===== src/rtl/riscv_pkg.sv =====
// Shared RV32 pipeline definitions: field widths, writeback encodings,
// hazard FSM states and the ID/EX payload carried from Decode to Execute.
package riscv_pkg;

    localparam int XLEN         = 32;
    localparam int REG_IDX_W    = 5;
    localparam int ALU_CTRL_W   = 4;
    localparam int RESULT_SRC_W = 2;
    localparam int HZ_CNT_W     = 2;

    typedef enum logic [RESULT_SRC_W-1:0] {
        RES_ALU = 2'd0,
        RES_MEM = 2'd1,
        RES_PC4 = 2'd2
    } result_src_e;

    typedef enum logic {
        HZ_IDLE  = 1'b0,
        HZ_STALL = 1'b1
    } hz_state_e;

    typedef struct packed {
        logic                    valid;
        logic [XLEN-1:0]         pc;
        logic [REG_IDX_W-1:0]    rs1;
        logic [REG_IDX_W-1:0]    rs2;
        logic [REG_IDX_W-1:0]    rd;
        logic [XLEN-1:0]         rd1;
        logic [XLEN-1:0]         rd2;
        logic [XLEN-1:0]         imm;
        logic [ALU_CTRL_W-1:0]   alu_ctrl;
        logic                    alu_src;
        logic [RESULT_SRC_W-1:0] result_src;
        logic                    reg_write;
        logic                    mem_read;
        logic                    mem_write;
        logic                    branch;
        logic                    jump;
    } id_ex_t;

    // A bubble is an all-zero payload: invalid, no side effects, zero data.
    localparam id_ex_t ID_EX_BUBBLE = '0;

    // True when a write to rd (x0 excluded) feeds either source operand.
    function automatic logic reg_match(
        input logic [REG_IDX_W-1:0] rd,
        input logic [REG_IDX_W-1:0] rs1,
        input logic [REG_IDX_W-1:0] rs2
    );
        return (rd != '0) && ((rd == rs1) || (rd == rs2));
    endfunction

endpackage


===== src/rtl/hazard_unit.sv =====
// Load-use hazard detection: holds Fetch/Decode for LOAD_USE_BUBBLES cycles
// when the instruction in Decode reads the destination of a load in Execute.
module hazard_unit
    import riscv_pkg::*;
#(
    parameter int LOAD_USE_BUBBLES = 1
) (
    input  logic                 clk,
    input  logic                 reset,
    input  logic                 valid_e,
    input  logic                 mem_read_e,
    input  logic [REG_IDX_W-1:0] rd_e,
    input  logic                 valid_d,
    input  logic [REG_IDX_W-1:0] rs1_d,
    input  logic [REG_IDX_W-1:0] rs2_d,
    input  logic                 flush_e,
    output logic                 stall
);

    localparam logic [HZ_CNT_W-1:0] CNT_LOAD = HZ_CNT_W'(LOAD_USE_BUBBLES - 1);
    localparam logic [HZ_CNT_W-1:0] CNT_ONE  = HZ_CNT_W'(1);

    hz_state_e           state;
    hz_state_e           state_next;
    logic [HZ_CNT_W-1:0] cnt;
    logic [HZ_CNT_W-1:0] cnt_next;
    logic                hit;

    assign hit = valid_e & mem_read_e & valid_d & reg_match(rd_e, rs1_d, rs2_d);

    // NOTE: every signal written here gets a default first, so no path can infer a latch.
    always_comb begin
        state_next = state;
        cnt_next   = cnt;
        stall      = 1'b0;
        unique case (state)
            HZ_IDLE: begin
                if (hit && !flush_e) begin
                    stall      = 1'b1;
                    cnt_next   = CNT_LOAD;
                    state_next = (CNT_LOAD != '0) ? HZ_STALL : HZ_IDLE;
                end
            end
            HZ_STALL: begin
                stall    = 1'b1;
                cnt_next = cnt - CNT_ONE;
                if (cnt == CNT_ONE) begin
                    state_next = HZ_IDLE;
                end
            end
            default: begin
                state_next = HZ_IDLE;
            end
        endcase
        // A taken branch kills the dependent instruction, so any pending stall is moot.
        if (flush_e) begin
            state_next = HZ_IDLE;
            cnt_next   = '0;
        end
    end

    // NOTE: non-blocking assignments so each flop samples pre-edge values regardless of order.
    always_ff @(posedge clk) begin
        if (reset) begin
            state <= HZ_IDLE;
            cnt   <= '0;
        end else begin
            state <= state_next;
            cnt   <= cnt_next;
        end
    end

endmodule


===== src/rtl/id_ex_stage.sv =====
// ID/EX pipeline register with load-use stall/bubble insertion, Execute-driven
// flush and saturating stall/flush event counters.
module id_ex_stage
    import riscv_pkg::*;
#(
    parameter int LOAD_USE_BUBBLES = 1,
    parameter int CNT_W            = 32
) (
    input  logic                    clk,
    input  logic                    reset,
    input  logic                    valid_d,
    input  logic [XLEN-1:0]         pc_d,
    input  logic [REG_IDX_W-1:0]    rs1_d,
    input  logic [REG_IDX_W-1:0]    rs2_d,
    input  logic [REG_IDX_W-1:0]    rd_d,
    input  logic [XLEN-1:0]         rd1_d,
    input  logic [XLEN-1:0]         rd2_d,
    input  logic [XLEN-1:0]         imm_d,
    input  logic [ALU_CTRL_W-1:0]   alu_ctrl_d,
    input  logic                    alu_src_d,
    input  logic [RESULT_SRC_W-1:0] result_src_d,
    input  logic                    reg_write_d,
    input  logic                    mem_read_d,
    input  logic                    mem_write_d,
    input  logic                    branch_d,
    input  logic                    jump_d,
    input  logic                    flush_e,
    output logic                    valid_e,
    output logic [XLEN-1:0]         pc_e,
    output logic [REG_IDX_W-1:0]    rs1_e,
    output logic [REG_IDX_W-1:0]    rs2_e,
    output logic [REG_IDX_W-1:0]    rd_e,
    output logic [XLEN-1:0]         rd1_e,
    output logic [XLEN-1:0]         rd2_e,
    output logic [XLEN-1:0]         imm_e,
    output logic [ALU_CTRL_W-1:0]   alu_ctrl_e,
    output logic                    alu_src_e,
    output logic [RESULT_SRC_W-1:0] result_src_e,
    output logic                    reg_write_e,
    output logic                    mem_read_e,
    output logic                    mem_write_e,
    output logic                    branch_e,
    output logic                    jump_e,
    output logic                    stall_f,
    output logic                    stall_d,
    output logic [CNT_W-1:0]        stall_cnt,
    output logic [CNT_W-1:0]        flush_cnt
);

    localparam logic [CNT_W-1:0] CNT_MAX = '1;
    localparam logic [CNT_W-1:0] CNT_ONE = CNT_W'(1);

    id_ex_t d_bus;
    id_ex_t e_q;
    logic   stall;

    assign d_bus = '{
        valid:      valid_d,
        pc:         pc_d,
        rs1:        rs1_d,
        rs2:        rs2_d,
        rd:         rd_d,
        rd1:        rd1_d,
        rd2:        rd2_d,
        imm:        imm_d,
        alu_ctrl:   alu_ctrl_d,
        alu_src:    alu_src_d,
        result_src: result_src_d,
        reg_write:  reg_write_d,
        mem_read:   mem_read_d,
        mem_write:  mem_write_d,
        branch:     branch_d,
        jump:       jump_d
    };

    hazard_unit #(
        .LOAD_USE_BUBBLES(LOAD_USE_BUBBLES)
    ) u_hazard (
        .clk       (clk),
        .reset     (reset),
        .valid_e   (e_q.valid),
        .mem_read_e(e_q.mem_read),
        .rd_e      (e_q.rd),
        .valid_d   (valid_d),
        .rs1_d     (rs1_d),
        .rs2_d     (rs2_d),
        .flush_e   (flush_e),
        .stall     (stall)
    );

    assign stall_f = stall;
    assign stall_d = stall;

    // NOTE: this register is reset (unlike a data RAM) because the hazard check and
    // Execute both consume it in the very first cycle after reset.
    always_ff @(posedge clk) begin
        if (reset || flush_e || stall) begin
            e_q <= ID_EX_BUBBLE;
        end else begin
            e_q <= d_bus;
        end
    end

    always_ff @(posedge clk) begin
        if (reset) begin
            stall_cnt <= '0;
            flush_cnt <= '0;
        end else begin
            if (stall && (stall_cnt != CNT_MAX)) begin
                stall_cnt <= stall_cnt + CNT_ONE;
            end
            if (flush_e && (flush_cnt != CNT_MAX)) begin
                flush_cnt <= flush_cnt + CNT_ONE;
            end
        end
    end

    assign valid_e      = e_q.valid;
    assign pc_e         = e_q.pc;
    assign rs1_e        = e_q.rs1;
    assign rs2_e        = e_q.rs2;
    assign rd_e         = e_q.rd;
    assign rd1_e        = e_q.rd1;
    assign rd2_e        = e_q.rd2;
    assign imm_e        = e_q.imm;
    assign alu_ctrl_e   = e_q.alu_ctrl;
    assign alu_src_e    = e_q.alu_src;
    assign result_src_e = e_q.result_src;
    assign reg_write_e  = e_q.reg_write;
    assign mem_read_e   = e_q.mem_read;
    assign mem_write_e  = e_q.mem_write;
    assign branch_e     = e_q.branch;
    assign jump_e       = e_q.jump;

endmodule


===== config.mk =====
export PLATFORM = sky130hd
export DESIGN_NAME = id_ex_stage
export DESIGN_NICKNAME = d
export VERILOG_FILES = /design/src/rtl/riscv_pkg.sv /design/src/rtl/hazard_unit.sv /design/src/rtl/id_ex_stage.sv
export SDC_FILE = /design/constraint.sdc
export NUM_CORES = 1
export LEC_CHECK = 0
export ABC_AREA = 0
export BUFFER_PORTS_ARGS = -buffer_cell sky130_fd_sc_hd__buf_2
export CORE_AREA = 2 2 149 151
export CTS_CLUSTER_DIAMETER = 150
export DETAILED_ROUTE_END_ITERATION = 8
export DIE_AREA = 0 0 151 153
export PLACE_DENSITY_LB_ADDON = 0.2
export SKIP_LAST_GASP = 1
export SYNTH_ARGS = -nofsm -noshare
export SYNTH_HDL_FRONTEND = slang
export SYNTH_SLANG_ARGS = --single-unit
export TNS_END_PERCENT = 1

===== constraint.sdc =====
create_clock -name clk -period 2.2 [get_ports clk]
set_clock_uncertainty 0.15 [all_clocks]
set_input_delay 0.44 -clock clk [delete_from_list [all_inputs] [get_ports clk]]
set_output_delay 0.44 -clock clk [all_outputs]
set_load 0.02 [all_outputs]

-- Word level (Yosys, flattened, before mapping)
Cells that the tools add are included.
- register bits: 223
- input port bits: 159
- output and inout port bits: 222
- logic and storage cells: 49
- add/subtract/negate cells: 3
- equality and inequality tests: 6
- multiplexer cells: 6
- bitwise logic cells: 4
- reduce and logical (&&, ||, !) cells: 10
- operator list (operator ; number):
    $add A32 B1 Y32 const B ; 2
    $ne A32 B32 Y1 const B ; 2
    $eq A5 B5 Y1 ; 2
    $reduce_bool A5 Y1 ; 1
    $logic_and A1 B1 Y1 ; 4
    $pmux W1 S2 ; 2
    $pmux W2 S2 ; 1
    $and A1 B1 Y1 ; 3
    $logic_or A1 B1 Y1 ; 3
    $eq A2 B1 Y1 const B ; 1
    $mux W1 ; 2
    $mux W2 ; 1
    $ne A2 B1 Y1 const B ; 1
    $reduce_or A2 Y1 ; 1
    $sub A2 B1 Y2 const B ; 1
    $logic_not A1 Y1 ; 1
    $not A1 Y1 ; 1

-- Logic depth before layout (Yosys ltp)
Gate-level depths: netlist of the first run.
- word-level depth: 8
- depth in mapped cells: 9
- depth with buffers taken out: 7

-- By module
A second synthesis of the first run with hierarchy kept.
- cell total of the unflattened synthesis: 754
- area, all modules: 7652.3 um^2
- by module, submodules not included (module ; instances ; cells an instance ; area an instance (um^2) ; seq. area each (um^2)):
    id_ex_stage ; 1 ; 719 ; 7362.1 ; 4404.2
    hazard_unit ; 1 ; 35 ; 290.3 ; 60.1

-- Least setup slack after synthesis of the first run
OpenSTA, ideal clock, no wires.
- kind: flip-flop to flip-flop
- from: reg stall_cnt[8]
- to: reg stall_cnt[1]
- setup time: 0.128 ns
- data arrival time: 1.888 ns
- data required time: 1.922 ns
- slack: 0.034 ns
- cell stages (with the launch flop): 9
- buffers on the path: 2
- clock period less this slack: 2.166 ns
- path through: dfxtp_1 nand3_1 nor4_1 nand4_1 nand3_1 buf_2 buf_4 mux2i_1 nor2_1
- word-level cells in the longest chain between the ends: 2
- RTL lines (item ; line ; RTL):
    start: declaration ; id_ex_stage.sv:46 ; output logic [CNT_W-1:0] stall_cnt,
    start signal: assignment ; id_ex_stage.sv:110 ; stall_cnt <= stall_cnt + CNT_ONE;
    $ne A32 B32 Y1 ; id_ex_stage.sv:109 ; if (stall && (stall_cnt != CNT_MAX)) begin
    $logic_and A1 B1 Y1 ; id_ex_stage.sv:109 ;
Every way passes these cells.
A chain may end at the register's enable or synchronous reset.

-- Worst setup path after layout of the first run
- from: reg e_q (netlist bit rd_e[4])
- to: out stall_f
- word-level cells in the longest chain between the ends: 7
- elaborated cells on any way between the ends: 9
- those cells by class: eq/ne (2); mux (2); bitwise (1); reduce/logical (4)
- RTL lines (item ; line ; RTL):
    start: declaration ; id_ex_stage.sv:54 ; id_ex_t e_q;
    start signal: assignment ; id_ex_stage.sv:100 ; e_q <= d_bus;
    $eq A5 B5 Y1 ; riscv_pkg.sv:50 ; return (rd != '0) && ((rd == rs1) || (rd == rs2));
    $logic_or A1 B1 Y1 ; riscv_pkg.sv:50 ;
    $logic_and A1 B1 Y1 * ; riscv_pkg.sv:50 ;
    $and A1 B1 Y1 * ; hazard_unit.sv:29 ; assign hit = valid_e & mem_read_e & valid_d & reg_match(rd_e, rs1_d, rs2_d);
    $logic_and A1 B1 Y1 * ; hazard_unit.sv:38 ; if (hit && !flush_e) begin
    $mux W1 * ; hazard_unit.sv:38 ;
    $pmux W1 S2 * ; hazard_unit.sv:36 ; unique case (state)
    end: declaration ; id_ex_stage.sv:44 ; output logic stall_f,
Mark *: on every way between the ends. The rest lies on a longest branch, timed or not.

==> impl_metrics.yaml, run 1 <==
status:
  outcome: "complete, but fails checks"
  violations: "setup timing"
sta:
  rsz0062_at_grt: "yes"
  holdWs_ns: 0.0302
  hold_viol: 0
  worstMarginPinSlew_ns: 0.564
  fin_crit_ns: 2.44
  fin_crit_sh_pct: 111
  layout_setup_ws_ns: -0.236
  fmax_mhz: 411
  slew-limit-headroom_pct: 62.1
  drv_slew: 0
  final-setup-viol-count: 73
layout:
  drive_above_1_share_pct: 38.5
  post-route-util_pct: 59.0
  syn_to_final_growth_pct: 68.2
  nets: 1491
detailed_routing:
  met3_length_um: 1730
  drc: 0
  wl_um: 25000
  wl_met2_um: 12800
  highest_layer: "met4"
  drt_pass1_iterations: 4
  wl_met1_um: 9420
  drtAntennaViolNets: 0
  dr_total_vias: 7347
  wl_per_cell_um: 15.4
  drt_iter0_markers: 239
  vias_per_cell: 4.51
logic_synthesis:
  synth-seq-cells: 223
  syn_inst: 736
  syn_area_um2: 7540
  yosys.area_share.simple_pct: 27.0
  synth_cell_types: 44
  synth_top_family_by_area: "simple AND/OR/NAND/NOR gates"
  synth-edff-count: 0
  avgSynthCellArea_um2: 10.2
  synth.net_count: 898
  ys_async_sr_fraction_pct: 0
  synth_ff_type: "dfxtp_1"
  synth_compound_area_share_pct: 6.06
  yosysTopAreaCell: "dfxtp_1"
  synthMuxAreaShare_pct: 0.548
  synthTopCellsByCount: "dfxtp_1 (223), and2_1 (160), nor2_1 (42)"
  yosysMostFrequentCell: "dfxtp_1"
  synthTopCellsByArea: "dfxtp_1 (59%), and2_1 (13%), or3_1 (2.7%), a21oi_1 (2.5%), xnor2_1 (2.3%)"
  synth.top_cell.area_share_pct: 59.2
  synth_fa_ha_area_share_pct: 0.498
  ys.warnings.count: 0
  synth-xor-area-share_pct: 4.18
  ys_seq_area_share_pct: 59.2
setup_path:
  start_kind: "flip-flop"
  crit_type: "flip-flop to output pin"
  crit_path_frequent_cell: "buf_6"
  crit_chain: "xnor2_4, nand3_2, buf_6, o22ai_4, a21oi_2, buf_4, inv_4, buf_6"
  crit_required_ns: 1.61
  crit_slowest_cell: "dfxtp_4"
  setup.worst_path.end_class: "output pin"
  worstPathArrival_ns: 1.85
  crit_fanout: 3
  crit_path_max_incr_delay_ns: 0.38
place:
  globalplace.congestion: 0.824
  numPortBuffers: 380
  dp_hpwl_um: 17200
cts:
  clock-sinks: 223
  numCtsBuffers: 25
  cts-root-buf: "clkbuf_16"
  insertion_delay_ns: 0.52
  clockBufferDepth: 3
  cts_tree: "yes"
  cts_max_level: 1
  clk_pin_slew_ns: 0.06
grt:
  antenna_found_initial: 1
  track_usage_pct: 21.2
  gr-total-overflow: 0
  grt_first_pass_wirelength_um: 39000
  grt_max_degree: 69
  grt_pass1_vias: 7372
die:
  initial_utilization_pct: 35.1
  dieArea_um2: 23100
  core_um2: 21500
  die_h_um: 153
  die_x_um: 151
  row_count: 54
  num_io_pins: 381
pwr:
  ir_drop_mv: 0.616
  p_per_area_nw_per_um2: 715
  leakage_nw: 5.93
min_path:
  hold_path_class: "input port to flip-flop"
job:
  max_cap_viol_count: 0
## critical path, delay by kind of cell, from the launching register on
family          cells  cell delay [ns]
compound gates      2             0.21
xor+xnor            1             0.18
buf+inv             4             0.45
flops               1             0.38
simple gates        1             0.10
## kinds of logic after synthesis
| kind of cell | Yosys count |
|---|---|
| buf+inv | 44 |
| simple gates | 345 |
| flops | 223 |
| compound gates | 81 |
| xor+xnor | 36 |
| mux | 4 |
| fa+ha+maj | 3 |
## worst paths after layout
path / start / to / slack, ns / cells past startpoint
setup / recovery: rd_e[4]$_SDFF_PP0_ / stall_f / -0.24 / 8
hold / removal: rd_d[2] / rd_e[2]$_SDFF_PP0_ / 0.03 / 2
setup reg to reg: rd_e[3]$_SDFF_PP0_ / stall_cnt[23]$_SDFFE_PP0P_ / -0.12 / 7
hold reg to reg: stall_cnt[22]$_SDFFE_PP0P_ / stall_cnt[22]$_SDFFE_PP0P_ / 0.35 / 2
## registers in the layout, indices dropped and copies added, names as in the netlist, 5 cells and up
signal / flops
rs1_e: 5
flush_cnt: 32
rs2_e: 5
imm_e: 32
rd2_e: 32
pc_e: 32
rd_e: 5
stall_cnt: 32
rd1_e: 32
## final cells by class
| cell class | instances | area [um^2] |
|---|---|---|
| fillers | 1841 | 8810 |
| flip-flops and latches | 223 | 4480 |
| repair buffers | 598 | 4020 |
| multi-input cells | 469 | 2990 |
| clock buffers | 37 | 731 |
| well taps | 280 | 350 |
| clock inverters | 9 | 61.3 |
| inverters | 12 | 47.5 |
| diodes | 1 | 2.50 |
## per-stage QoR
step	std cells	worst slack, ns	instance area (um^2)	power [mW]	setup TNS (ns)
2_1_floorplan	736	0.0340	7540	4.58	0
3_3_place_gp	1428	-0.434	10200	4.92	-26.33
3_5_place_dp	1428	-0.495	10200	4.93	-27.35
4_1_cts	1627	-0.278	12600	9.14	-2.34
5_1_grt	1629	-0.306	12700	9.39	-18.32
6_report	1629	-0.236	12700	9.07	-2.71
## what timing repair did
| action | CTS | global route |
|---|---|---|
| pin swaps | 5 | 3 |
| endpoints found under the setup margin | 92 | 151 |
| hold endpoints to repair | 150 | 0 |
| setup buffers | 3 | 1 |
| resized for setup | 18 | 10 |
| hold buffers | 150 | 0 |
## report_power, final
group,internal (mW),switching [mW],total [mW]
clock,2.31,1.68,3.98
sequential,4.16,0.0350,4.19
combinational,0.470,0.422,0.892
total,6.94,2.13,9.07
## cell usage in the layout (no fill, tap or decap), types with 4 or more instances in the layout
cell type,instances
buf_2,378
dfxtp_1,218
and2_1,160
dlygate4sd3_1,150
buf_4,60
nor2_1,41
a21oi_1,35
or3_1,32
o21ai_0,31
nand3_1,28
nand2_1,25
clkbuf_16,25
nand4_1,19
xnor2_1,16
xor2_1,16
inv_1,11
nor3_1,7
buf_12,7
clkbuf_1,6
clkbuf_8,6
clkinv_2,5
nand3_2,4
nor4_1,4
o31ai_1,4
or4_1,4
## layer usage
metal | up-vias | GRT usage [%]
met3 | 62 | 5.34
met4 | 0 | 8.63
li1 | 3653 | -
met1 | 3365 | 23.8
met5 | - | 0
met2 | 267 | 38.0
(Power assumes the default switching activity.)
==> run 2, diff against run 1 <==
Settings changed: CELL_PAD_IN_SITES_DETAIL_PLACEMENT set to 1, CELL_PAD_IN_SITES_GLOBAL_PLACEMENT set to 1, CORE_AREA 2 2 149 151 to unset, CORE_UTILIZATION set to 33, DIE_AREA 0 0 151 153 to unset.
==> run 2 against run 1 <==
Compared with the run above:
- sequential cell count did not move
- final area grew 1.5%
- the run still ends with setup timing left
- sequential share of layout area shrank 0.50 points
- setup slack better by 0.042 ns
- global-route usage rose by 6.0 points
- via count is 5.5% higher
- power grew 5.1%
- critical endpoint is now stall_d
==> impl_metrics.yaml, run 2 (same netlist as run 1, synthesis figures left out) <==
status:
  outcome: "complete, but fails checks"
  violations: "setup timing"
pwr:
  ir_drop_mv: 0.654
  design_power_total_mw: 9.53
  p_per_area_nw_per_um2: 741
  leakage_nw: 6.05
layout:
  post-route-util_pct: 58.2
  drive_above_1_share_pct: 39.7
  instances_no_fill: 1645
  syn_to_final_growth_pct: 70.7
  nets: 1502
  fin_area_um2: 12900
  layout_commonest_cell: "buf_2"
  final_cell_mix: "buf_2 (378), dfxtp_1 (218), and2_1 (160), dlygate4sd3_1 (147), buf_4 (73)"
cts:
  cts_max_level: 1
  clk_pin_slew_ns: 0.06
  numCtsBuffers: 25
  clock-sinks: 223
  insertion_delay_ns: 0.52
  cts-root-buf: "clkbuf_16"
  clockBufferDepth: 3
  cts_tree: "yes"
die:
  core_um2: 22100
  num_io_pins: 381
  row_count: 54
  initial_utilization_pct: 34.1
  die_h_um: 153
  die_x_um: 153
  dieArea_um2: 23400
grt:
  antenna_found_initial: 6
  grt_pass1_vias: 8815
  track_usage_pct: 27.2
  grt_max_degree: 45
  grt_first_pass_wirelength_um: 49600
  gr-total-overflow: 0
setup_path:
  worstPathArrival_ns: 1.80
  rr_worst_depth: 12
  crit_type: "flip-flop to output pin"
  start_kind: "flip-flop"
  setup.worst_path.end_class: "output pin"
  crit_fanout: 4
  crit_required_ns: 1.61
min_path:
  hold_path_class: "input port to flip-flop"
  hold_path_depth: 2
place:
  globalplace.congestion: 0.808
  numPortBuffers: 380
  dpl_cell_area_um2: 10400
  dp_hpwl_um: 19200
  dp_cells: 1443
detailed_routing:
  dr_total_vias: 7750
  drt_pass1_iterations: 6
  drt_iter0_markers: 239
  wl_met1_um: 11500
  wl_met2_um: 16900
  drtAntennaViolNets: 0
  met3_length_um: 2040
  wl_per_cell_um: 19.5
  wl_um: 32100
  drc: 0
  vias_per_cell: 4.71
  highest_layer: "met4"
sta:
  tns_ns: -21.54
  fmax_mhz: 418
  hold_viol: 0
  worstMarginPinSlew_ns: 0.493
  drv_slew: 0
  fin_crit_sh_pct: 109
  final-setup-viol-count: 156
  slew-limit-headroom_pct: 67.0
  layout_setup_ws_ns: -0.193
  rsz0062_at_grt: "yes"
  fin_crit_ns: 2.39
job:
  max_cap_viol_count: 0
==> run 2: changes by cell type in the layout (fill, tap and decap cells not counted), sizes merged <==
cell,delta
buf,+14
bufinv,+3
clkbuf,-3
clkinvlp,-1
diode,+6
dlygate4sd3,-3
==> run 2: final cells by class <==
cell class / count / area [um^2]
inverter: 12 / 47.5
clock inverter: 11 / 141
timing repair buffer: 609 / 4110
clock buffer: 34 / 709
antenna: 7 / 17.5
sequential: 223 / 4480
fill: 2549 / 9230
tap: 280 / 350
multi-input combinational: 469 / 3010
==> run 2: path summary, 6_finish.rpt <==
kind | start | to | slack [ns]
setup reg to reg | rd_e[3]$_SDFF_PP0_ | pc_e[25]$_SDFF_PP0_ | -0.18
hold / removal | pc_d[0] | pc_e[0]$_SDFF_PP0_ | 0.02
hold reg to reg | stall_cnt[29]$_SDFFE_PP0P_ | stall_cnt[29]$_SDFFE_PP0P_ | 0.36
setup / recovery | rd_e[3]$_SDFF_PP0_ | stall_d | -0.19
==> run 2: worst max-delay path, stage by stage (launching register included) <==
cell and delay (ns):
dfxtp_4 0.38, xnor2_2 0.19, nand2_2 0.11, o22ai_2 0.19, a21oi_2 0.08, buf_4 0.16, inv_4 0.07, buf_6 0.11
==> run 2: through the flow <==
step                hold WS [ns]  worst slack [ns]
finish                    0.0161            -0.193
CTS                       0.0107            -0.216
global route             0.00442            -0.284
global placement           0.339            -0.204
floorplan                  0.316            0.0340
detailed placement         0.349            -0.241
==> run 2: what timing repair did <==
action | 4_1_cts | 5_1_grt
setup buffers | 4 | 0
resized for setup | 25 | 6
endpoints found under the hold margin | 146 | 1
pin swaps | 6 | 2
hold buffers | 146 | 1
setup endpoints to repair | 24 | 186
==> run 2: layer usage <==
layer,vias to the layer above,global-route usage [%]
li1,3673,-
met1,3684,27.8
met4,0,14.6
met3,99,6.95
met5,-,0
met2,294,50.7
==> run 2: power breakdown <==
group          internal, mW  switching (mW)  leakage (nW)
Sequential             4.16          0.0510          1.82
Combinational         0.477           0.462          3.80
Clock                  2.62            1.77         0.424
